===== src/rtl/vr_filter.sv =====
// VR input conditioning: synchroniser, glitch filter and adaptive blanking
// ahead of hwag.cap; also reports the measured tooth period.
module vr_filter #(
    parameter int WIDTH       = 24,
    parameter int FILT_LEN    = 4,
    parameter int BLANK_SHIFT = 2
) (
    input  logic             clk,
    input  logic             rst,
    input  logic             vr_in,
    input  logic             blank_en,
    output logic             cap,
    output logic             cap_rise,
    output logic             rejected,
    output logic [WIDTH-1:0] period,
    output logic             period_valid,
    output logic             ovf
);

    typedef enum logic {
        ST_FIRST = 1'b0,
        ST_RUN   = 1'b1
    } state_t;

    localparam logic [3:0] FILT_LAST = 4'(FILT_LEN - 1);

    state_t           state_q, state_d;
    logic             s1_q, s2_q;
    logic             f_q, f_d;
    logic [3:0]       fcnt_q, fcnt_d;
    logic [WIDTH-1:0] pcnt_q, pcnt_d;
    logic [WIDTH-1:0] bcnt_q, bcnt_d;
    logic [WIDTH-1:0] period_q, period_d;
    logic [WIDTH-1:0] meas;
    logic             cap_q, cap_d;
    logic             cap_rise_q, cap_rise_d;
    logic             rej_q, rej_d;
    logic             pv_q, pv_d;
    logic             ovf_q, ovf_d;
    logic             f_rise, f_fall, accept;

    // f toggles once s2 has disagreed with it for FILT_LEN consecutive clocks.
    always_comb begin
        f_d    = f_q;
        fcnt_d = '0;
        if (s2_q != f_q) begin
            if (fcnt_q == FILT_LAST) begin
                f_d = ~f_q;
            end else begin
                fcnt_d = fcnt_q + 4'd1;
            end
        end
    end

    assign f_rise = f_d & ~f_q;
    assign f_fall = ~f_d & f_q;
    assign meas   = pcnt_q + WIDTH'(1);

    always_comb begin
        state_d    = state_q;
        accept     = 1'b0;
        pcnt_d     = (&pcnt_q) ? pcnt_q : meas;
        bcnt_d     = (bcnt_q == '0) ? bcnt_q : bcnt_q - WIDTH'(1);
        period_d   = period_q;
        pv_d       = 1'b0;
        cap_rise_d = 1'b0;
        rej_d      = 1'b0;
        ovf_d      = ovf_q;
        cap_d      = f_fall ? 1'b0 : cap_q;
        case (state_q)
            ST_FIRST: begin
                if (f_rise) begin
                    accept  = 1'b1;
                    bcnt_d  = '0;
                    state_d = ST_RUN;
                end
            end
            ST_RUN: begin
                // bcnt_q must already be zero; a rise on the edge it expires is still blanked.
                if (f_rise && (bcnt_q == '0 || !blank_en)) begin
                    accept   = 1'b1;
                    period_d = meas;
                    pv_d     = 1'b1;
                    bcnt_d   = blank_en ? (meas >> BLANK_SHIFT) : '0;
                end else begin
                    rej_d = f_rise;
                    if (&pcnt_d) begin
                        ovf_d   = 1'b1;
                        state_d = ST_FIRST;
                    end
                end
            end
            default: state_d = ST_FIRST;
        endcase
        if (accept) begin
            pcnt_d     = '0;
            cap_d      = 1'b1;
            cap_rise_d = 1'b1;
            ovf_d      = 1'b0;
        end
    end

    always_ff @(posedge clk or negedge rst) begin
        if (!rst) begin
            state_q    <= ST_FIRST;
            s1_q       <= 1'b0;
            s2_q       <= 1'b0;
            f_q        <= 1'b0;
            fcnt_q     <= '0;
            pcnt_q     <= '0;
            bcnt_q     <= '0;
            period_q   <= '0;
            cap_q      <= 1'b0;
            cap_rise_q <= 1'b0;
            rej_q      <= 1'b0;
            pv_q       <= 1'b0;
            ovf_q      <= 1'b0;
        end else begin
            state_q    <= state_d;
            s1_q       <= vr_in;
            s2_q       <= s1_q;
            f_q        <= f_d;
            fcnt_q     <= fcnt_d;
            pcnt_q     <= pcnt_d;
            bcnt_q     <= bcnt_d;
            period_q   <= period_d;
            cap_q      <= cap_d;
            cap_rise_q <= cap_rise_d;
            rej_q      <= rej_d;
            pv_q       <= pv_d;
            ovf_q      <= ovf_d;
        end
    end

    assign cap          = cap_q;
    assign cap_rise     = cap_rise_q;
    assign rejected     = rej_q;
    assign period       = period_q;
    assign period_valid = pv_q;
    assign ovf          = ovf_q;

endmodule


===== config.mk =====
export PLATFORM = sky130hd
export DESIGN_NAME = vr_filter
export DESIGN_NICKNAME = d
export VERILOG_FILES = /design/src/rtl/vr_filter.sv
export SDC_FILE = /design/constraint.sdc
export NUM_CORES = 1
export LEC_CHECK = 0
export BUFFER_PORTS_ARGS = -buffer_cell sky130_fd_sc_hd__buf_2
export CORE_UTILIZATION = 54
export DETAILED_ROUTE_END_ITERATION = 10
export GPL_ROUTABILITY_DRIVEN = 0
export PLACE_DENSITY_LB_ADDON = 0.08
export SLEW_MARGIN = 0
export SYNTH_ARGS = -nofsm -noshare
export SYNTH_HDL_FRONTEND = slang
export SYNTH_SLANG_ARGS = --single-unit

===== constraint.sdc =====
create_clock -name clk -period 2.69 [get_ports clk]
set_input_delay 0.538 -clock clk [delete_from_list [all_inputs] [get_ports clk]]
set_output_delay 0.538 -clock clk [all_outputs]
set_load 0.01 [all_outputs]

==> summary.txt, run 1 <==
Outcome
  • Status: finished clean

Timing
  • Max Slew Vio Count: 0
  • Final Hold Fails: 0
  • Final Cycle Share: 99.2%
  • Post-route setup TNS: 0 ns
  • Slew margin rel.: 61.2%
  • Worst hold slack: 0.181 ns
  • Fmax: 375 MHz
  • Setup violators final: 0
  • Post-layout min period: 2.67 ns
  • Actual slew at the worst max-slew pin: 0.582 ns
  • Skew final: 0.0103 ns
  • Unrepaired setup endpoints after global routing: true

CTS
  • TritonCTS clock tree: done
  • Clock-pin slew on the worst setup and hold paths: 0.09 ns
  • Root Buffer: clkbuf_8
  • Max Buffers Root-to-Sink: 2
  • Hold_buf cts: 0
  • H-tree depth: 3
  • Total CTS buffers: 9
  • Clk sinks: 85
  • Worst skew pair latency: 0.35 ns

Critical path
  • R2r setup slk: 0.02 ns
  • Worst-path cell chain: or4_4, or4_4, or3_4, a211oi_4, buf_12, mux2_4
  • Setup crit end kind: flip-flop
  • CP required: 2.92 ns
  • Max stage delay on crit path: 0.54 ns
  • CP startpoint kind: flip-flop
  • Most Frequent Cell on Critical Path: or4_4
  • Worst EP arrival: 2.90 ns
  • Crit-path max FO: 9
  • Critical path class: reg2reg
  • Slowest CP cell: or4_4

Placement
  • Placed Area: 0.00456 mm^2
  • Dpl hpwl: 6.46 mm
  • Dpl cells: 544
  • Port bufs: 32

Logic synthesis
  • Mux cell area share after synthesis: 1.05%
  • Synth Register Bits: 85
  • Synth Area in Simple Gates: 20.0%
  • Synthesized net count: 404
  • Avg Cell Area, Syn: 10.2 um^2
  • Ys Warns: 0
  • Register area share after synthesis: 52.4%
  • Post-synthesis xor/xnor area fraction: 9.50%
  • Synth Area in Compound Gates: 12.4%
  • Cells after Synth: 396
  • Post-synthesis cell type count: 47
  • Largest family of logic cells by synthesized area: simple AND/OR/NAND/NOR gates
  • Synthesized cell area: 0.00406 mm^2
  • Synth Area in Adders: 1.23%

Cells and area
  • Number of diodes: 0
  • Fillers: 611
  • P&R area growth vs syn: 19.1%
  • Share of cells above drive strength 1: 24.1%
  • Cell area after layout: 0.00483 mm^2
  • Post-Layout Cell Count: 564
  • Nets: 468

Route
  • Vias per std cell: 5.63
  • Post-DRT Antenna Nets: 0
  • DRC errors left: 0
  • First-pass detailed-route iteration total: 4
  • Vias: 3175
  • Routed WL: 9.01 mm
  • Drt wl/cell: 16.0 um
  • Iteration-0 DRC Markers: 132

Floorplanning
  • Ports: 33
  • Die Ht: 88.7 um
  • Core area: 0.00725 mm^2
  • Die W: 88.7 um
  • Initial core utilization: 55.9%
  • Die area: 0.00787 mm^2
  • Cell Rows: 31

Global route
  • Antenna violations before repair: 0
  • GRT overflow: 0
  • Met2 Track Usage GR: 40.9%
  • Vias in the first global route: 2973
  • Met3 Track Usage GR: 4.66%
  • Largest net degree at the start of global routing: 46
  • GRT busiest layer: met2
  • Met1 GRT Util: 32.7%
  • Global-route usage over all layers: 24.7%
  • First-pass GRT wire length: 14.5 mm

Power and ir drop
  • Peak VDD IR: 0.516 mV
  • Post-layout power: 0.00449 W
  • Power density cells: 929 mW/mm^2
  • Lkg Pwr: 2.02 nW

Min path
  • Hold Crit Class: in2async

Flow run
  • Total of max-cap violations: 0
## cell families after synthesis
logic type / after synthesis
buffers and inverters: 28
AO/OA/AOI/OAI: 83
AND/OR/NAND/NOR: 148
adder cells (fa/ha/maj): 4
XOR/XNOR: 44
flip-flops: 85
multiplexers: 4
## per-stage QoR
stage                     setup WS (ns)  utilization (%)
final                            0.0212             66.6
after global placement           0.0457             62.9
after global routing            -0.0412             66.6
after detailed placement         0.0180             62.9
after CTS                       0.00342             65.6
after floorplan                 -0.0221                -
## power breakdown
part / internal (W) / total, W / switching, W
sequential: 0.00169 / 0.00199 / 0.000299
clock: 0.000361 / 0.000815 / 0.000454
combinational: 0.000807 / 0.00169 / 0.000881
total: 0.00286 / 0.00449 / 0.00163
## sequential cells by signal, indices dropped and copies added, names as in the netlist
name          flops
s1_q              1
state_q           1
ovf               1
pcnt_q           24
bcnt_q           24
f_q               1
period_valid      1
s2_q              1
cap_rise          1
fcnt_q            4
cap               1
rejected          1
period           24
## worst paths after layout
kind,start,end,cells past startpoint
worst max-delay path,bcnt_q[18]$_DFF_PN0_,period[1]$_DFFE_PN0P_,6
worst min-delay path,rst,fcnt_q[2]$_DFF_PN0_,1
worst max register to register,bcnt_q[18]$_DFF_PN0_,period[1]$_DFFE_PN0P_,6
worst min register to register,s1_q$_DFF_PN0_,s2_q$_DFF_PN0_,0
max in group asynchronous,rst,period[15]$_DFFE_PN0P_,2
min in group clk,vr_in,s1_q$_DFF_PN0_,1
## Yosys cell counts, drive strengths merged
library cell	count	area (um^2)
dfrtp	85	2130
a21oi	46	257
nor2	44	165
xnor2	27	236
o22ai	21	131
nand2	18	67.6
xor2	17	149
nor3	16	80.1
nor4	14	103
nand3	12	60.1
buf	10	71.3
inv	10	37.5
nand4	10	68.8
clkbuf	8	30.0
or4	7	60.1
or3	6	42.5
ha	4	50.1
o21ai	4	20.0
a31oi	3	18.8
and3	3	18.8
and4	3	26.3
nand3b	3	22.5
and4b	2	20.0
mux2	2	22.5
mux2i	2	20.0
nand2b	2	12.5
nor3b	2	15.0
o211ai	2	15.0
o21a	2	15.0
or2	2	12.5
a211oi	1	12.5
a31o	1	8.76
and2	1	6.26
nor2b	1	6.26
nor4b	1	15.0
o21bai	1	7.51
o31ai	1	7.51
o41ai	1	8.76
or4b	1	10.0
## routing by layer
| metal | routed length, um | vias to the layer above |
|---|---|---|
| met5 | 0 | - |
| met4 | 103 | 0 |
| met3 | 304 | 10 |
| met2 | 4400 | 68 |
| met1 | 4200 | 1552 |
| li1 | - | 1545 |
## cells in the final DEF (no fill, tap or decap), drive strengths merged, types with 2 or more instances in the layout
| cell type | netlist | final |
|---|---|---|
| nor3 | 16 | 16 |
| ha | 4 | 4 |
| or3 | 6 | 6 |
| o211ai | 2 | 2 |
| xnor2 | 27 | 27 |
| mux2 | 2 | 2 |
| and3 | 3 | 3 |
| nor4 | 14 | 14 |
| o21ai | 4 | 4 |
| o22ai | 21 | 21 |
| a21oi | 46 | 46 |
| inv | 10 | 10 |
| and4b | 2 | 2 |
| and4 | 3 | 3 |
| nand3b | 3 | 3 |
| nand2 | 18 | 18 |
| a31oi | 3 | 3 |
| mux2i | 2 | 2 |
| clkinvlp | 0 | 3 |
| xor2 | 17 | 17 |
| nand4 | 10 | 10 |
| nor2 | 44 | 44 |
| nand2b | 2 | 2 |
| buf | 10 | 70 |
| o21a | 2 | 2 |
| dfrtp | 85 | 85 |
| nor3b | 2 | 2 |
| clkbuf | 8 | 12 |
| clkinv | 0 | 2 |
| or2 | 2 | 2 |
| nand3 | 12 | 12 |
| or4 | 7 | 7 |
## worst max-delay path, delay by kind of cell (launching register included)
kind	cells	cell delay (ns)
and+or+nand+nor	3	1.40
muxes	1	0.30
buffers and inverters	1	0.19
AOI/OAI and AO/OA	1	0.27
DFF	1	0.38
## timing repair
action	4_1_cts	5_1_grt
resized for setup	3	9
setup buffers	1	2
endpoints found under the setup margin	2	26
cloned	0	1
pin swaps	1	1
## area by class of cell
class                   instances  area (um^2)  area share, %
clock buffers                  11          141           2.93
clock inverters                 5         36.3          0.751
inverters                      10         37.5          0.777
multi-input cells             283         1830           37.8
flip-flops and latches         85         2130           44.0
well taps                      99          124           2.56
repair buffers                 71          538           11.1
(Power assumes the default switching activity.)
==> run 2, diff against run 1 <==
Settings changed: ABC_AREA set to 1, ABC_CLOCK_PERIOD_IN_PS set to 3100, CORE_UTILIZATION 54 to 55.
Clock period 2.69 ns to 3.1 ns, I/O delays scaled along.
==> summary.txt, run 2 <==
Logic synthesis
  • Number of synthesized flops with an enable pin: 0 (unchanged)
  • Yosys top cell area share: 46.4% (-6.0 points)
  • Top cell type by total area after synthesis: dfrtp_1
  • Synth top area cells: dfrtp_1, nand2_1, nor2_1
  • Synthesized cell area: 0.00458 mm^2 (+13%)
  • Ys flop type: dfrtp_1
  • Synth Area in Adders: 1.09% (-0.14 points)
  • Cells after Synth: 567 (+43%)
  • Post-synthesis cell type count: 40 (-15%)
  • Largest family of logic cells by synthesized area: simple AND/OR/NAND/NOR gates
  • Post-synth ARST share: 100% (unchanged)
  • Most numerous cell in the Yosys netlist: nand2_1
  • Register area share after synthesis: 46.4% (-6.0 points)
  • Top cells by count, synth: nand2_1, dfrtp_1, nor2_1
  • Synth Register Bits: 85 (unchanged)
  • Synthesized net count: 575 (+42%)
  • Ys Warns: 0 (unchanged)
  • Avg Cell Area, Syn: 8.08 um^2 (-21%)
  • Synth Area in Simple Gates: 30.8% (+11 points)
  • Mux cell area share after synthesis: 0% (-1.0 points)
  • Synth Area in Compound Gates: 9.09% (-3.3 points)
  • Post-synthesis xor/xnor area fraction: 5.93% (-3.6 points)

Power and ir drop
  • Power density cells: 671 mW/mm^2 (-28%)
  • Sw power: 0.00125 W (-23%)
  • Lkg Pwr: 2.58 nW (+28%)
  • Logic pwr share: 30.4% (-7.2 points)
  • Clk pwr share: 24.2% (+6.0 points)
  • Cell internal pwr: 0.00210 W (-27%)
  • Sequential Power Share: 45.4% (+1.1 points)
  • Peak VDD IR: 0.482 mV (-6.5%)
  • Switching Share: 37.5% (+1.1 points)

Timing
  • Skew final: 0.0116 ns (+0.00124 ns)
  • Setup violators final: 0 (unchanged)
  • Post-route setup TNS: 0 ns (unchanged)
  • Actual slew at the worst max-slew pin: 1.05 ns (+0.471 ns)
  • Final Hold Fails: 0 (unchanged)
  • Unrepaired setup endpoints after global routing: false
  • Post-layout min period: 2.49 ns (-0.184 ns)
  • Fmax: 402 MHz (+7.4%)
  • Max Slew Vio Count: 0 (unchanged)
  • Slew margin rel.: 29.8% (-31 points)
  • Worst hold slack: 0.351 ns (+0.170 ns)
  • Final Cycle Share: 80.2% (-19 points)

CTS
  • Total CTS buffers: 9 (unchanged)
  • Worst skew pair latency: 0.36 ns (about the same)
  • TritonCTS clock tree: done
  • Clock-pin slew on the worst setup and hold paths: 0.09 ns (about the same)
  • Clk sinks: 85 (unchanged)
  • Post-CTS Resized: 0 (-3)
  • Post CTS Setup Buffer Count: 0 (-1)
  • Max Buffers Root-to-Sink: 2 (unchanged)
  • H-tree depth: 3 (unchanged)
  • Root Buffer: clkbuf_8
  • Hold_buf cts: 0 (unchanged)

Global route
  • Largest net degree at the start of global routing: 86 (+87%)
  • Global-route usage over all layers: 27.8% (+3.1 points)
  • GRT overflow: 0 (unchanged)
  • First-pass GRT wire length: 18.5 mm (+27%)
  • Antenna violations before repair: 0 (unchanged)
  • Vias in the first global route: 3815 (+28%)

Cells and area
  • Number of diodes: 0 (unchanged)
  • Share of cells above drive strength 1: 15.1% (-9.0 points)
  • Post-Layout Cell Count: 706 (+25%)
  • Most common cell after layout, fill and taps aside: nand2_1
  • Nets: 607 (+30%)
  • Area of the multi-input gates: 0.00215 mm^2 (+18%)
  • Fillers: 677 (+11%)
  • P&R area growth vs syn: 8.98%
  • Post-layout util: 63.3% (-3.3 points)
  • FF/Latch Area: 0.00213 mm^2 (unchanged)
  • Most frequent cells in the layout: nand2_1, dfrtp_1, nor2_1

Placement
  • Dpl hpwl: 7.88 mm (+22%)
  • Port bufs: 32 (unchanged)
  • Dpl cells: 690 (+27%)

Critical path
  • CP delay by family, top: simple AND/OR/NAND/NOR gates
  • Slowest CP cell: dfrtp_1
  • Worst reg2reg path depth: 11 (+5)
  • Crit-path max FO: 40 (+31)
  • Worst-path cell chain: inv_1, ha_1, nand2_1, nor2_2, nand3_4, nand2_2, nand2_2, nor2_4, inv_2, or2_1, o32ai_1
  • Most Frequent Cell on Critical Path: nand2_2
  • Critical path startpoint: bcnt_q[0]$_DFF_PN0_
  • Worst r2r dst: bcnt_q[6]$_DFF_PN0_
  • R2r setup slk: 0.61 ns (+0.59 ns)
  • CP startpoint kind: flip-flop
  • Worst Path Buf+Inv: 2 (+1)
  • Max stage delay on crit path: 0.40 ns (-0.14 ns)
  • Worst EP arrival: 2.75 ns (-0.15 ns)
  • CP required: 3.37 ns (+0.45 ns)
  • R2r startpoint: bcnt_q[0]$_DFF_PN0_
  • Setup crit end kind: flip-flop
  • Critical path class: reg2reg

Floorplanning
  • Die W: 93.3 um (+5.2%)
  • Core area: 0.00789 mm^2 (+8.7%)
  • Die area: 0.00870 mm^2 (+11%)
  • Cell Rows: 32 (+3.2%)
  • Die Ht: 93.3 um (+5.2%)
  • Ports: 33 (unchanged)
  • Initial core utilization: 58.1% (+2.1 points)

Min path
  • Worst Hold Path EP: s2_q$_DFF_PN0_
  • Hold_sp: s1_q$_DFF_PN0_
  • Hold path cells: 0
  • Hold Crit Class: reg2reg

Outcome
  • Status: finished clean

Route
  • Vias: 3839 (+21%)
  • Iteration-0 DRC Markers: 219 (+66%)
  • Vias per std cell: 5.44 (-3.4%)
  • First-pass detailed-route iteration total: 5 (+1)
  • Drt wl/cell: 15.4 um (-3.4%)
  • Post-DRT Antenna Nets: 0 (unchanged)
  • Routed WL: 10.9 mm (+21%)
  • DRC errors left: 0 (unchanged)

Flow run
  • Total of max-cap violations: 0 (unchanged)
[run 2: cell types whose count changed in the layout (fill, tap and decap cells not counted), moves of 13 or more]
cell,previous run,this run
xnor2_1,27,14
o22ai_1,21,5
inv_1,10,51
a21oi_1,37,14
nand3_1,12,35
o21ai_1,0,19
nand2_1,18,155
nor2_1,42,63
buf_4,33,2
[run 2: routing by layer]
metal  track usage [%]  vias up  wire length (um)
met3              5.37       30               538
met4              12.8        0               338
met1              37.5     1812              5020
met5                 0        -                 0
li1                  -     1882                 -
met2              43.4      115              5010
[run 2: cell type report]
class / instances / share of cell area [%]
Multi-Input combinational cell: 412 / 43.0
Sequential cell: 85 / 42.6
Inverter: 58 / 4.36
Timing Repair Buffer: 33 / 3.41
Clock buffer: 11 / 2.83
Tap cell: 102 / 2.56
Clock inverter: 5 / 1.20
[run 2: cells by family after synthesis]
logic type,count (synthesis)
and+or+nand+nor,308
DFF,85
buffers and inverters,70
AOI/OAI and AO/OA,69
xor gates and xnor gates,31
adders and majority gates,4
[run 2: worst max-delay path by stage]
stage	to	cells after the start
floorplan	bcnt_q[0]$_DFF_PN0_	12
global placement	bcnt_q[6]$_DFF_PN0_	11
detailed placement	bcnt_q[6]$_DFF_PN0_	11
CTS	bcnt_q[6]$_DFF_PN0_	11
global route	bcnt_q[8]$_DFF_PN0_	11
finish	bcnt_q[6]$_DFF_PN0_	11
[run 2: metrics by stage]
step | cell area (um^2) | power (W) | setup WS, ns
2_1_floorplan | 4580 | 0.00224 | 1.25
3_3_place_gp | 4790 | 0.00253 | 0.756
3_5_place_dp | 4790 | 0.00254 | 0.629
4_1_cts | 4990 | 0.00335 | 0.612
5_1_grt | 4990 | 0.00357 | 0.345
6_report | 4990 | 0.00335 | 0.615
[run 2: power groups by stage]
stage                     clock network (W)  registers (W)  logic (W)
final                              0.000812        0.00152    0.00102
after global routing               0.000870        0.00155    0.00115
after CTS                          0.000821        0.00152    0.00102
after detailed placement                  0        0.00154    0.00101
after global placement                    0        0.00153   0.000998
after floorplan                           0        0.00153   0.000710
==> run 3, diff against run 2 <==
Settings changed: ABC_CLOCK_PERIOD_IN_PS 3100 to 2100.
Clock period 3.1 ns to 2.1 ns, I/O delays scaled along.
==> summary.txt, run 3 (same netlist as run 2, synthesis figures left out) <==
Outcome
  • Status: finished clean

CTS
  • TritonCTS clock tree: done
  • Total CTS buffers: 9 (unchanged)
  • H-tree depth: 3 (unchanged)
  • Clock-pin slew on the worst setup and hold paths: 0.10 ns (about the same)
  • Hold_buf cts: 0 (unchanged)
  • Max Buffers Root-to-Sink: 2 (unchanged)
  • Worst skew pair latency: 0.37 ns (about the same)
  • Clk sinks: 85 (unchanged)
  • Root Buffer: clkbuf_8

Global route
  • Vias in the first global route: 3847 (+0.84%)
  • Global-route usage over all layers: 28.0% (+0.23 points)
  • First-pass GRT wire length: 18.5 mm (+0.23%)
  • Antenna violations before repair: 0 (unchanged)
  • Largest net degree at the start of global routing: 41 (-52%)
  • GRT overflow: 0 (unchanged)

Route
  • Drt wl/cell: 15.6 um (+1.2%)
  • Iteration-0 DRC Markers: 256 (+17%)
  • First-pass detailed-route iteration total: 5 (unchanged)
  • Post-DRT Antenna Nets: 0 (unchanged)
  • Vias per std cell: 5.41 (-0.60%)
  • DRC errors left: 0 (unchanged)
  • Routed WL: 11.4 mm (+4.4%)
  • Vias: 3935 (+2.5%)

Power and ir drop
  • Clk pwr share: 26.8% (+2.6 points)
  • Lkg Pwr: 2.74 nW (+5.9%)
  • Switching Share: 35.8% (-1.7 points)
  • Peak VDD IR: 0.552 mV (+15%)
  • Sequential Power Share: 41.7% (-3.7 points)
  • Cell internal pwr: 0.00343 W (+64%)
  • Sw power: 0.00191 W (+52%)
  • Power density cells: 1010 mW/mm^2 (+51%)
  • Logic pwr share: 31.5% (+1.1 points)

Critical path
  • Worst EP arrival: 2.31 ns (-0.44 ns)
  • Critical path class: reg2reg
  • Crit-path max FO: 16 (-60%)
  • CP startpoint kind: flip-flop
  • CP required: 2.39 ns (-0.98 ns)
  • Setup crit end kind: flip-flop

Cells and area
  • Fillers: 666 (-1.6%)
  • Number of diodes: 0 (unchanged)
  • Post-Layout Cell Count: 728 (+3.1%)
  • Share of cells above drive strength 1: 19.5% (+4.4 points)
  • Most frequent cells in the layout: nand2_1, dfrtp_1, nor2_1
  • Post-layout util: 67.1% (+3.7 points)
  • Most common cell after layout, fill and taps aside: nand2_1
  • P&R area growth vs syn: 15.4%
  • Nets: 629 (+3.6%)

Floorplanning
  • Initial core utilization: 58.1% (unchanged)
  • Die Ht: 93.3 um (unchanged)
  • Cell Rows: 32 (unchanged)
  • Die W: 93.3 um (unchanged)
  • Die area: 0.00870 mm^2 (unchanged)
  • Ports: 33 (unchanged)
  • Core area: 0.00789 mm^2 (unchanged)

Timing
  • Setup violators final: 0 (unchanged)
  • Actual slew at the worst max-slew pin: 0.521 ns (-0.532 ns)
  • Max Slew Vio Count: 0 (unchanged)
  • Slew margin rel.: 65.3% (+35 points)
  • Post-layout min period: 2.02 ns (-0.465 ns)
  • Final Cycle Share: 96.2% (+16 points)
  • Post-route setup TNS: 0 ns (unchanged)
  • Skew final: 0.0123 ns (+0.000737 ns)
  • Unrepaired setup endpoints after global routing: true
  • Final Hold Fails: 0 (unchanged)
  • Fmax: 495 MHz (+23%)

Min path
  • Hold Crit Class: in2async

Placement
  • Dpl hpwl: 8.56 mm (+8.5%)
  • Port bufs: 32 (unchanged)
  • Dpl cells: 712 (+3.2%)

Flow run
  • Total of max-cap violations: 0 (unchanged)
-- run 3: metrics by stage --
stage | hold WS [ns] | cell area [um^2] | total power, W | setup slack (ns)
final | 0.0168 | 5290 | 0.00535 | 0.0801
after global routing | 0.0543 | 5290 | 0.00565 | -0.0748
after CTS | 0.0360 | 5240 | 0.00530 | 0.0616
after detailed placement | 0.346 | 4980 | 0.00388 | 0.0128
after global placement | 0.334 | 4980 | 0.00383 | 0.0424
after floorplan | 0.124 | 4580 | 0.00330 | 0.247
-- run 3: area by class of cell --
type                       instances  area, um^2  area share (%)
multi-input combinational        412        2210            41.7
clock inverter                     7         123            2.32
sequential                        85        2130            40.2
inverter                          58         220            4.16
timing repair buffer              55         360            6.81
clock buffer                       9         124            2.34
tap                              102         128            2.41
-- run 3: metal layers --
metal	share of wire, %	track usage, %	vias to the layer above
li1	-	-	1921
met4	2.3	12.8	0
met5	0	0	-
met2	47	44.7	109
met3	4.8	3.41	25
met1	46	38.2	1880
-- run 3: worst max-delay path, stage by stage, from the launching register on --
cell,delay [ns]
dfrtp_1,0.45
nand2_1,0.12
nor2_2,0.18
nand2_4,0.12
nor2_4,0.17
nand2_4,0.15
nand2_1,0.10
o21ai_1,0.11
nor2_1,0.11
nand3_1,0.09
nor2_2,0.14
nand3_1,0.09
a21oi_1,0.12
-- run 3: timing repair --
| action | CTS | global route |
|---|---|---|
| resized for setup | 2 | 11 |
| endpoints found under the setup margin | 1 | 9 |
| pin swaps | 0 | 1 |
| hold endpoints to repair | 0 | 0 |
| setup buffers | 0 | 0 |
-- run 3: path summary, 6_finish.rpt --
path | startpoint | to | slack, ns | depth (start not counted)
worst max register to register | pcnt_q[6]$_DFF_PN0_ | ovf$_DFFE_PN0P_ | 0.08 | 12
min in group clk | vr_in | s1_q$_DFF_PN0_ | 0.16 | 1
max in group asynchronous | rst | period[16]$_DFFE_PN0P_ | 1.48 | 2
worst min register to register | s1_q$_DFF_PN0_ | s2_q$_DFF_PN0_ | 0.37 | 0
worst max-delay path | pcnt_q[6]$_DFF_PN0_ | ovf$_DFFE_PN0P_ | 0.08 | 12
worst min-delay path | rst | bcnt_q[8]$_DFF_PN0_ | 0.02 | 1
-- run 3: power by group through the flow --
| stage | sequential, W | clock (W) | combinational, W |
|---|---|---|---|
| 6_report | 0.00223 | 0.00143 | 0.00168 |
| 5_1_grt | 0.00227 | 0.00151 | 0.00187 |
| 4_1_cts | 0.00222 | 0.00144 | 0.00165 |
| 3_5_place_dp | 0.00225 | 0 | 0.00162 |
| 3_3_place_gp | 0.00224 | 0 | 0.00159 |
| 2_1_floorplan | 0.00225 | 0 | 0.00105 |
